==> src/rtl/pipelined_instr_decode.sv <==
// ---------------------------------------------------------------------------
// pipelined_instr_decode
//   ID-stage MIPS instruction decoder with a valid/ready handshake.
//   Each accepted instruction is split into its fields, classified as
//   R/I/J, has its immediate extended to XLEN and its jump target formed.
//   All of that is registered, so out_* never depends combinationally on
//   in_instr_i. With SKID=1 a second entry catches the instruction that
//   arrives while the output is stalled, letting in_ready_o come from a flop.
//
// Ports:
//   clk_i              system clock, rising edge
//   reset_n_i          synchronous reset, active low
//   flush_i            discard every held instruction (redirect)
//   in_valid_i         fetch presents an instruction
//   in_ready_o         decoder accepts in_instr_i this cycle
//   in_instr_i [31:0]  raw instruction word
//   in_pc_i    [XLEN]  PC of in_instr_i
//   out_valid_o        decoded fields valid
//   out_ready_i        downstream accepts this cycle
//   out_opcode_o .. out_funct_o, out_address_o   instruction fields
//   out_imm_ext_o      extended immediate
//   out_jump_target_o  {pc_plus4[XLEN-1:28], address, 2'b00}
//   out_type_o         00 = R, 01 = I, 10 = J
//   out_pc_o           PC of the decoded instruction
// ---------------------------------------------------------------------------
module pipelined_instr_decode #(
  parameter int XLEN = 32,
  parameter int SKID = 1
) (
  input  logic            clk_i,
  input  logic            reset_n_i,
  input  logic            flush_i,
  input  logic            in_valid_i,
  output logic            in_ready_o,
  input  logic [31:0]     in_instr_i,
  input  logic [XLEN-1:0] in_pc_i,
  output logic            out_valid_o,
  input  logic            out_ready_i,
  output logic [5:0]      out_opcode_o,
  output logic [4:0]      out_rs_o,
  output logic [4:0]      out_rt_o,
  output logic [4:0]      out_rd_o,
  output logic [4:0]      out_shamt_o,
  output logic [5:0]      out_funct_o,
  output logic [25:0]     out_address_o,
  output logic [XLEN-1:0] out_imm_ext_o,
  output logic [XLEN-1:0] out_jump_target_o,
  output logic [1:0]      out_type_o,
  output logic [XLEN-1:0] out_pc_o
);

  localparam logic [1:0] TYPE_R = 2'b00;
  localparam logic [1:0] TYPE_I = 2'b01;
  localparam logic [1:0] TYPE_J = 2'b10;

  typedef enum logic [1:0] {EMPTY, ONE, TWO} state_e;

  typedef struct packed {
    logic [31:0]     instr;
    logic [XLEN-1:0] pc;
    logic [XLEN-1:0] immExt;
    logic [XLEN-1:0] jumpTarget;
    logic [1:0]      instrType;
  } entry_t;

  state_e          state_q;
  entry_t          outEntry_q;
  entry_t          skidEntry_q;
  logic            outValid_q;
  logic            ready_q;
  entry_t          decoded_d;

  logic [5:0]      opcode;
  logic [15:0]     imm16;
  logic [XLEN-1:0] pcPlus4;
  logic            inXfer;
  logic            outXfer;

  assign opcode  = in_instr_i[31:26];
  assign imm16   = in_instr_i[15:0];
  assign pcPlus4 = in_pc_i + XLEN'(4);

  // Decode the incoming word into a full output entry so that both the
  // output register and the skid entry hold ready-to-present values.
  // The lui case sign-extends imm16 and then shifts, which is the same as
  // sign-extending {imm16, 16'h0} from bit 31. The jump target keeps the
  // top bits of pc+4 by masking rather than slicing.
  always_comb begin
    decoded_d       = '0;
    decoded_d.instr = in_instr_i;
    decoded_d.pc    = in_pc_i;

    if (opcode == 6'h00)
      decoded_d.instrType = TYPE_R;
    else if (opcode == 6'h02 || opcode == 6'h03)
      decoded_d.instrType = TYPE_J;
    else
      decoded_d.instrType = TYPE_I;

    case (opcode)
      6'h0C, 6'h0D, 6'h0E: decoded_d.immExt = {{(XLEN-16){1'b0}}, imm16};
      6'h0F:               decoded_d.immExt = {{(XLEN-16){imm16[15]}}, imm16} << 16;
      default:             decoded_d.immExt = {{(XLEN-16){imm16[15]}}, imm16};
    endcase

    decoded_d.jumpTarget = (pcPlus4 & ~XLEN'(32'h0FFF_FFFF))
                         | XLEN'({in_instr_i[25:0], 2'b00});
  end

  // Reset and flush both force in_ready low in their own cycle. With the
  // skid buffer the ready term is a flop; without it, the single output
  // register can take a new word whenever it is empty or being drained.
  assign in_ready_o = reset_n_i && !flush_i &&
                      ((SKID != 0) ? ready_q : (!outValid_q || out_ready_i));
  assign inXfer     = in_valid_i && in_ready_o;
  assign outXfer    = outValid_q && out_ready_i;

  // Occupancy FSM. Without the skid buffer an input transfer in ONE always
  // coincides with an output transfer, so TWO is never entered and the same
  // FSM serves both builds. Flush only clears the valid/occupancy state;
  // the field values left behind are don't-care while out_valid is low.
  always_ff @(posedge clk_i) begin
    if (!reset_n_i) begin
      state_q     <= EMPTY;
      outEntry_q  <= '0;
      skidEntry_q <= '0;
      outValid_q  <= 1'b0;
      ready_q     <= 1'b1;
    end else if (flush_i) begin
      state_q    <= EMPTY;
      outValid_q <= 1'b0;
      ready_q    <= 1'b1;
    end else begin
      case (state_q)
        EMPTY: begin
          if (inXfer) begin
            outEntry_q <= decoded_d;
            outValid_q <= 1'b1;
            state_q    <= ONE;
          end
        end
        ONE: begin
          if (inXfer && outXfer) begin
            outEntry_q <= decoded_d;
          end else if (inXfer) begin
            skidEntry_q <= decoded_d;
            ready_q     <= 1'b0;
            state_q     <= TWO;
          end else if (outXfer) begin
            outValid_q <= 1'b0;
            state_q    <= EMPTY;
          end
        end
        TWO: begin
          if (outXfer) begin
            outEntry_q <= skidEntry_q;
            ready_q    <= 1'b1;
            state_q    <= ONE;
          end
        end
        default: begin
          outValid_q <= 1'b0;
          ready_q    <= 1'b1;
          state_q    <= EMPTY;
        end
      endcase
    end
  end

  assign out_valid_o       = outValid_q;
  assign out_opcode_o      = outEntry_q.instr[31:26];
  assign out_rs_o          = outEntry_q.instr[25:21];
  assign out_rt_o          = outEntry_q.instr[20:16];
  assign out_rd_o          = outEntry_q.instr[15:11];
  assign out_shamt_o       = outEntry_q.instr[10:6];
  assign out_funct_o       = outEntry_q.instr[5:0];
  assign out_address_o     = outEntry_q.instr[25:0];
  assign out_imm_ext_o     = outEntry_q.immExt;
  assign out_jump_target_o = outEntry_q.jumpTarget;
  assign out_type_o        = outEntry_q.instrType;
  assign out_pc_o          = outEntry_q.pc;

endmodule

==> config.mk <==
export PLATFORM = sky130hd
export DESIGN_NAME = pipelined_instr_decode
export DESIGN_NICKNAME = d
export VERILOG_FILES = /design/src/rtl/pipelined_instr_decode.sv
export SDC_FILE = /design/constraint.sdc
export NUM_CORES = 1
export LEC_CHECK = 0
export CORE_ASPECT_RATIO = 1.1
export CORE_UTILIZATION = 30
export DETAILED_ROUTE_END_ITERATION = 16
export PLACE_DENSITY = 0.6
export REMOVE_ABC_BUFFERS = 1
export SLEW_MARGIN = 25
export SYNTH_ARGS = -nofsm -noshare
export SYNTH_HDL_FRONTEND = slang
export SYNTH_SLANG_ARGS = --single-unit
==> constraint.sdc <==
create_clock -name clk_i -period 2.35 [get_ports clk_i]
set_clock_uncertainty 0.2 [all_clocks]
set_input_delay 0.47 -clock clk_i [delete_from_list [all_inputs] [get_ports clk_i]]
set_output_delay 0.47 -clock clk_i [all_outputs]
set_load 0.03 [all_outputs]
==> results.md, run 1 <==
- Outcome: finished, final reports clean
- First-pass GRT wire length: 40800 um
- Launching point of the worst reg2reg path: state_q[1]
- Main area contributors after synthesis: dfxtp_1, nand2_1, o211a_1, a21boi_0, nand3_1
- Worst r2r dst: out_pc_o[0]
- CTS buffer count: 24
- Final Cycle Share: 97.2%
- Async S/R FF share, synth: 0%
- Crit-path leading delay family: buffers and inverters
- Port Buffers: 224
- Chip height: 186 um
- IO Count: 227
- Post-synth EDFFs: 0
- Clk_lat worst skew: 510 ps
- Slowest cell on crit path: clkdlybuf4s50_1
- Cell area after synthesis: 9230 sq um
- Crit-path cells: clkdlybuf4s50_1
- CP max stage delay: 700 ps
- Ys flop type: dfxtp_1
- DP HPWL: 16200 um
- Die Span X: 169 um
- DRT Wirelength: 25600 um
- Arrival @ worst endpoint: 1610 ps
- Type of element capturing the critical path: output pin
- Layout cells sized above 1: 9.77%
- # clock sinks: 208
- Unique masters post-synth: 37
- Worst Tran Pin Value: 577 ps
- GRT Residual Overflow: 0
- Nets: 1372
- Synth warnings: 0
- Synthesized area per cell: 8.22 sq um
- DRT Pass-1 Iters: 5
- Via density: 4.80
- WP buf/inv: 1
- Pwr dens: 650 nW/um^2
- Ant. Diodes: 0
- P_leak: 5.81 nW
- CTS tree: yes
- Num rows: 67
- Seq/Total Area, Yosys: 45.1%
- Fin util: 42.2%
- Clock input transition at the sequential cells of the worst setup and hold paths: 60 ps
- Area of the core: 30300 sq um
- Largest net degree at the start of global routing: 120
- Synth area leader: dfxtp_1
- Die ar.: 31500 sq um
- Total track usage: 15.9%
- Postcts setup bufs: 0
- Tmin final: 2280 ps
- Wirelength per Cell: 14.7 um
- Syn Inst Count: 1123
- Final hold slack: 263 ps
- Max_slew headroom: 61.5%
- Fmax: 438 MHz
- Antenna-violating nets left: 0
- Placer Congestion: 0.773
- R2R Setup Slk: 290 ps
- Hold EP: skidEntry_q[85]
- Initial Util: 30.4%
- # setup viols final: 0
- Crit path launch type: flop
- Top-area cell type share of the netlist area: 45.1%
- Max Buffers Root-to-Sink: 3
- DRT iter0 DRCs: 473
- Req. time, crit path: 1680 ps
- H-tree depth: 1
- Worst Path Max Fanout: 4
- Via count: 8326
- Area Overhead vs Synth: 38.8%
- Hold_sp: skidEntry_q[85]
- Initial antenna violation count: 0
- Setup ws final: 66.8 ps
- CTS root buf: clkbuf_16
- VDD IR-drop max: 0.516 mV
- Hold path depth: 2
- Slew Limit Fails: 0
- Final-report hold violation count: 0
- Yosys reg bits: 208
- RSZ-0062 raised after global routing: no
- Register-to-Register Path Depth: 7
- Setup CP Type: flop to output pin
- Hold Path Class: flop to flop
- Max-cap violations: 0
- Vias in the first global route: 7771
- # DRC: 0
- Pre-CTS setup slack: -238 ps
layout make-up:
type	count	area [sq um]
clock inverters	8	93.8
multi-input cells	764	4280
well taps	414	518
inverters	2	7.51
repair buffers	303	3050
clock buffers	36	707
fillers	3083	17500
flip-flops and latches	208	4160
registers in the layout, summed over array words and instances, names as in the netlist, 2 cells and up:
name / flops
out_pc_o: 32
skidEntry_q: 102
state_q: 2
out_address_o: 26
out_opcode_o: 6
out_jump_target_o: 4
out_imm_ext_o: 32
out_type_o: 2
where the power goes:
| part | internal (W) | switching (W) | total, W |
|---|---|---|---|
| Combinational | 0.000434 | 0.000489 | 0.000923 |
| Clock | 0.00229 | 0.00145 | 0.00374 |
| Sequential | 0.00360 | 0.0000535 | 0.00366 |
| Total | 0.00633 | 0.00199 | 0.00832 |
layer usage:
metal	global-route usage (%)	wire length, um	up-vias
met3	2.89	1330	32
met2	27.0	11800	210
li1	-	-	4154
met4	4.79	524	0
met5	0	0	-
met1	20.4	11900	3930
kinds of logic (layout without fill, tap and decap cells):
kind of cell	count (synthesis)	after routing	share of synthesized area, %
AND/OR/NAND/NOR	500	500	22.8
buffers and inverters	152	349	8.99
multiplexers	1	1	0.108
other	1	2	0.0406
XOR/XNOR	4	4	0.380
AO/OA/AOI/OAI	257	257	22.6
flip-flops	208	208	45.1
through the flow:
step	setup TNS (ps)	std cells	power, W	cell area [sq um]
after floorplan	-701850	974	0.00412	8410
after global placement	-7530	1691	0.00466	12000
after detailed placement	-14330	1691	0.00466	12000
after CTS	0	1735	0.00847	12800
after global routing	0	1735	0.00868	12800
final	0	1735	0.00832	12800
placed cells by master (no fill, tap or decap), drive strengths merged, types with 6 or more instances in the layout:
cell type and instances:
o22ai 16, nand2 350, nor2 7, clkdlybuf4s50 211
o211a 98, a21boi 81, o21a 16, a21oi 25
o21ai 11, clkbuf 36, dfxtp 208, dlymetal6s2s 7
clkinv 6, nand4 8, buf 81, nand3 115
synth_stat cells (2+ instances only):
master / number
inv_1: 2
and2_1: 4
o21ai_0: 11
o211ai_1: 4
clkbuf_1: 59
o21a_1: 16
a21boi_0: 80
xor2_1: 3
o22ai_1: 16
and3_1: 2
nor2b_1: 4
a21oi_1: 24
nand2_1: 350
nand2b_1: 2
a221oi_1: 3
nand4_1: 8
o211a_1: 98
nor4_1: 2
nor2_1: 7
buf_4: 58
nand3_1: 115
buf_2: 33
dfxtp_1: 208
timing repair:
item                       in CTS  in global routing
hold buffers                    0                  0
gates resized for setup         4                  8
setup endpoints to repair       4                 12
worst max-delay path by stage:
stage / startpoint / endpoint / slack, ps / cells past startpoint
3_3_place_gp: in_pc_i[6] / out_jump_target_o[30] / -190 / 7
2_1_floorplan: state_q[1] / out_imm_ext_o[16] / -6270 / 5
5_1_grt: out_address_o[16] / out_rt_o[0] / 0.9 / 1
4_1_cts: out_address_o[12] / out_address_o[12] / 10 / 1
6_report: out_address_o[24] / out_jump_target_o[26] / 70 / 1
3_5_place_dp: in_pc_i[7] / out_jump_target_o[31] / -240 / 7
No activity file was read; power rests on OpenSTA's default activity.
==> run 2: changes to the inputs <==
--- a/config.mk
+++ b/config.mk
@@ -6,9 +6,9 @@
 export NUM_CORES = 1
 export LEC_CHECK = 0
 export CORE_ASPECT_RATIO = 1.1
-export CORE_UTILIZATION = 30
+export CORE_UTILIZATION = 50
 export DETAILED_ROUTE_END_ITERATION = 16
-export PLACE_DENSITY = 0.6
+export PLACE_DENSITY = 0.88
 export REMOVE_ABC_BUFFERS = 1
 export SLEW_MARGIN = 25
 export SYNTH_ARGS = -nofsm -noshare
==> run 2 against run 1 <==
Combinational power decreased by 2%; sequential share of layout area is 1.1 points higher; worst setup slack got worse by 25 ps; count of clock-buffer cells in the layout is 6 lower; fmax decreased by 1.1%; largest cell class unchanged.
==> results.md, run 2 (same netlist as run 1, synthesis figures left out) <==
- Max-cap violations: 0 (unchanged)
- Die ar.: 19000 sq um (-40%)
- CTS tree: yes
- Vias in the first global route: 7773 (+0.026%)
- Port Buffers: 224 (unchanged)
- Initial antenna violation count: 0 (unchanged)
- Slowest cell on crit path: clkdlybuf4s50_1
- Worst r2r dst: out_imm_ext_o[4]
- VDD IR-drop max: 0.566 mV (+9.6%)
- Finished Layout Cells: 1549 (-11%)
- Via density: 5.53 (+15%)
- Req. time, crit path: 1680 ps (about the same)
- Fmax: 433 MHz (-1.1%)
- Worst setup path end: out_address_o[8]
- Via count: 8569 (+2.9%)
- GRT Residual Overflow: 0 (unchanged)
- Crit path launch type: flop
- Postcts setup bufs: 0 (unchanged)
- Worst Path Max Fanout: 4 (unchanged)
- Ant. Diodes: 0 (unchanged)
- CTS buffer count: 21 (-13%)
- Die Span X: 132 um (-22%)
- Register-to-Register Path Depth: 7 (unchanged)
- Post-CTS sizing: 1 (-3)
- Most common cell after layout, fill and taps aside: nand2_1
- RSZ-0062 raised after global routing: no
- Max_slew headroom: 44.9% (-17 points)
- Max Buffers Root-to-Sink: 3 (unchanged)
- Crit-path cells: clkdlybuf4s50_1
- Worst Tran Pin Value: 826 ps (+249 ps)
- Post-Place Cells: 1512 (-11%)
- DRT Wirelength: 23900 um (-6.5%)
- Placer Congestion: 0.803 (+3.9%)
- Reg with most FFs: skidEntry_q
- First-pass GRT wire length: 38400 um (-5.9%)
- Total track usage: 24.3% (+8.4 points)
- Final Cycle Share: 98.2% (+1.1 points)
- WP buf/inv: 1 (unchanged)
- Wirelength per Cell: 15.4 um (+4.7%)
- Outcome: finished, final reports clean
- IO Count: 227 (unchanged)
- Arrival @ worst endpoint: 1640 ps (+30 ps)
- Hold Path Class: flop to flop
- Setup CP Type: flop to output pin
- Area of the core: 17900 sq um (-41%)
- Launching point of the worst reg2reg path: state_q[1]
- # DRC: 0 (unchanged)
- Clock input transition at the sequential cells of the worst setup and hold paths: 60 ps (about the same)
- Tmin final: 2310 ps (+25.3 ps)
- Nets: 1366 (-0.44%)
- DP HPWL: 15100 um (-7.0%)
- Type of element capturing the critical path: output pin
- R2R Setup Slk: 310 ps (+20 ps)
- Slew Limit Fails: 0 (unchanged)
- Chip height: 145 um (-22%)
- H-tree depth: 1 (unchanged)
- CP startpoint: out_address_o[8]
- Final-report hold violation count: 0 (unchanged)
- Crit-path leading delay family: buffers and inverters
- Hold_buf cts: 0 (unchanged)
- Layout cells sized above 1: 9.31% (-0.46 points)
- Largest register FFs: 102 (unchanged)
- Sum of negative setup slack: 0 ps (unchanged)
- Antenna-violating nets left: 0 (unchanged)
- DRT iter0 DRCs: 832 (+76%)
- Num rows: 51 (-24%)
- Crit. path cell count: 1 (unchanged)
- # clock sinks: 208 (unchanged)
- Largest net degree at the start of global routing: 207 (+73%)
- CP max stage delay: 730 ps (+30 ps)
- Most frequent cells in the layout: nand2_1, clkdlybuf4s50_1, dfxtp_1
- Area Overhead vs Synth: 34.4%
- CTS root buf: clkbuf_16
- Fin util: 69.4% (+27 points)
- P_leak: 5.59 nW (-3.8%)
- Pwr dens: 637 nW/um^2 (-2.0%)
- DRT Pass-1 Iters: 7 (+2)
- # setup viols final: 0 (unchanged)
- Clk_lat worst skew: 500 ps (about the same)
- Initial Util: 51.7% (+21 points)
==> run 2: changes by cell type in the layout (fill, tap and decap cells not counted), moves of 2 or more <==
cell / delta
buf_12: -3
clkbuf_16: -4
clkbuf_8: +2
dlymetal6s2s_1: -7
clkdlybuf4s50_1: +10
clkbuf_1: -4
dlygate4sd2_1: -3
==> run 2: cell type report <==
type | count | area, sq um
fill | 1340 | 5460
multi-input combinational | 764 | 4280
sequential | 208 | 4160
timing repair buffer | 300 | 2970
clock buffer | 30 | 619
tap | 238 | 298
clock inverter | 7 | 66.3
inverter | 2 | 7.51
==> run 2: how the worst min path moves through the flow <==
stage / start / endpoint / slack, ps / cells after the start
6_report: skidEntry_q[75] / skidEntry_q[75] / 270 / 2
5_1_grt: skidEntry_q[116] / skidEntry_q[116] / 280 / 2
4_1_cts: skidEntry_q[106] / skidEntry_q[106] / 270 / 2
3_5_place_dp: skidEntry_q[106] / skidEntry_q[106] / 260 / 2
3_3_place_gp: skidEntry_q[69] / skidEntry_q[69] / 250 / 2
2_1_floorplan: skidEntry_q[100] / skidEntry_q[100] / 240 / 2
==> run 2: worst reg2reg max path: cells and delay by family (launching register included) <==
family	cells	cell delay [ps]
simple gates	3	500
flops	1	480
buf+inv	2	400
compound gates	2	350
==> run 2: layer usage <==
| metal | global-route usage, % | wire length [um] | vias to the layer above |
|---|---|---|---|
| met5 | 0 | 0 | - |
| met4 | 7.22 | 437 | 0 |
| met3 | 4.03 | 1490 | 37 |
| met2 | 43.3 | 12100 | 289 |
| met1 | 30.2 | 9910 | 4111 |
| li1 | - | - | 4132 |
==> run 2: per-stage QoR <==
step           total power (W)  instance area [sq um]  setup slack [ps]  hold slack (ps)
3_3_place_gp           0.00462                  11700              -116              252
6_report               0.00790                  12400              41.4              266
2_1_floorplan          0.00412                   8410             -6270              244
5_1_grt                0.00816                  12400              5.35              281
3_5_place_dp           0.00464                  11700              -153              259
4_1_cts                0.00793                  12400              18.0              267
==> run 2: power breakdown <==
part	internal (W)	switching (W)	leakage [nW]
Sequential	0.00360	0.0000558	1.68
Clock	0.00194	0.00139	0.340
Combinational	0.000428	0.000480	3.56
==> run 3: changes to the inputs <==
--- a/config.mk
+++ b/config.mk
@@ -10,7 +10,6 @@
 export DETAILED_ROUTE_END_ITERATION = 16
 export PLACE_DENSITY = 0.88
 export REMOVE_ABC_BUFFERS = 1
-export SLEW_MARGIN = 25
 export SYNTH_ARGS = -nofsm -noshare
 export SYNTH_HDL_FRONTEND = slang
 export SYNTH_SLANG_ARGS = --single-unit
==> results of run 3 <==
No change in the layout: final DEF, timing and power equal those of run 2.
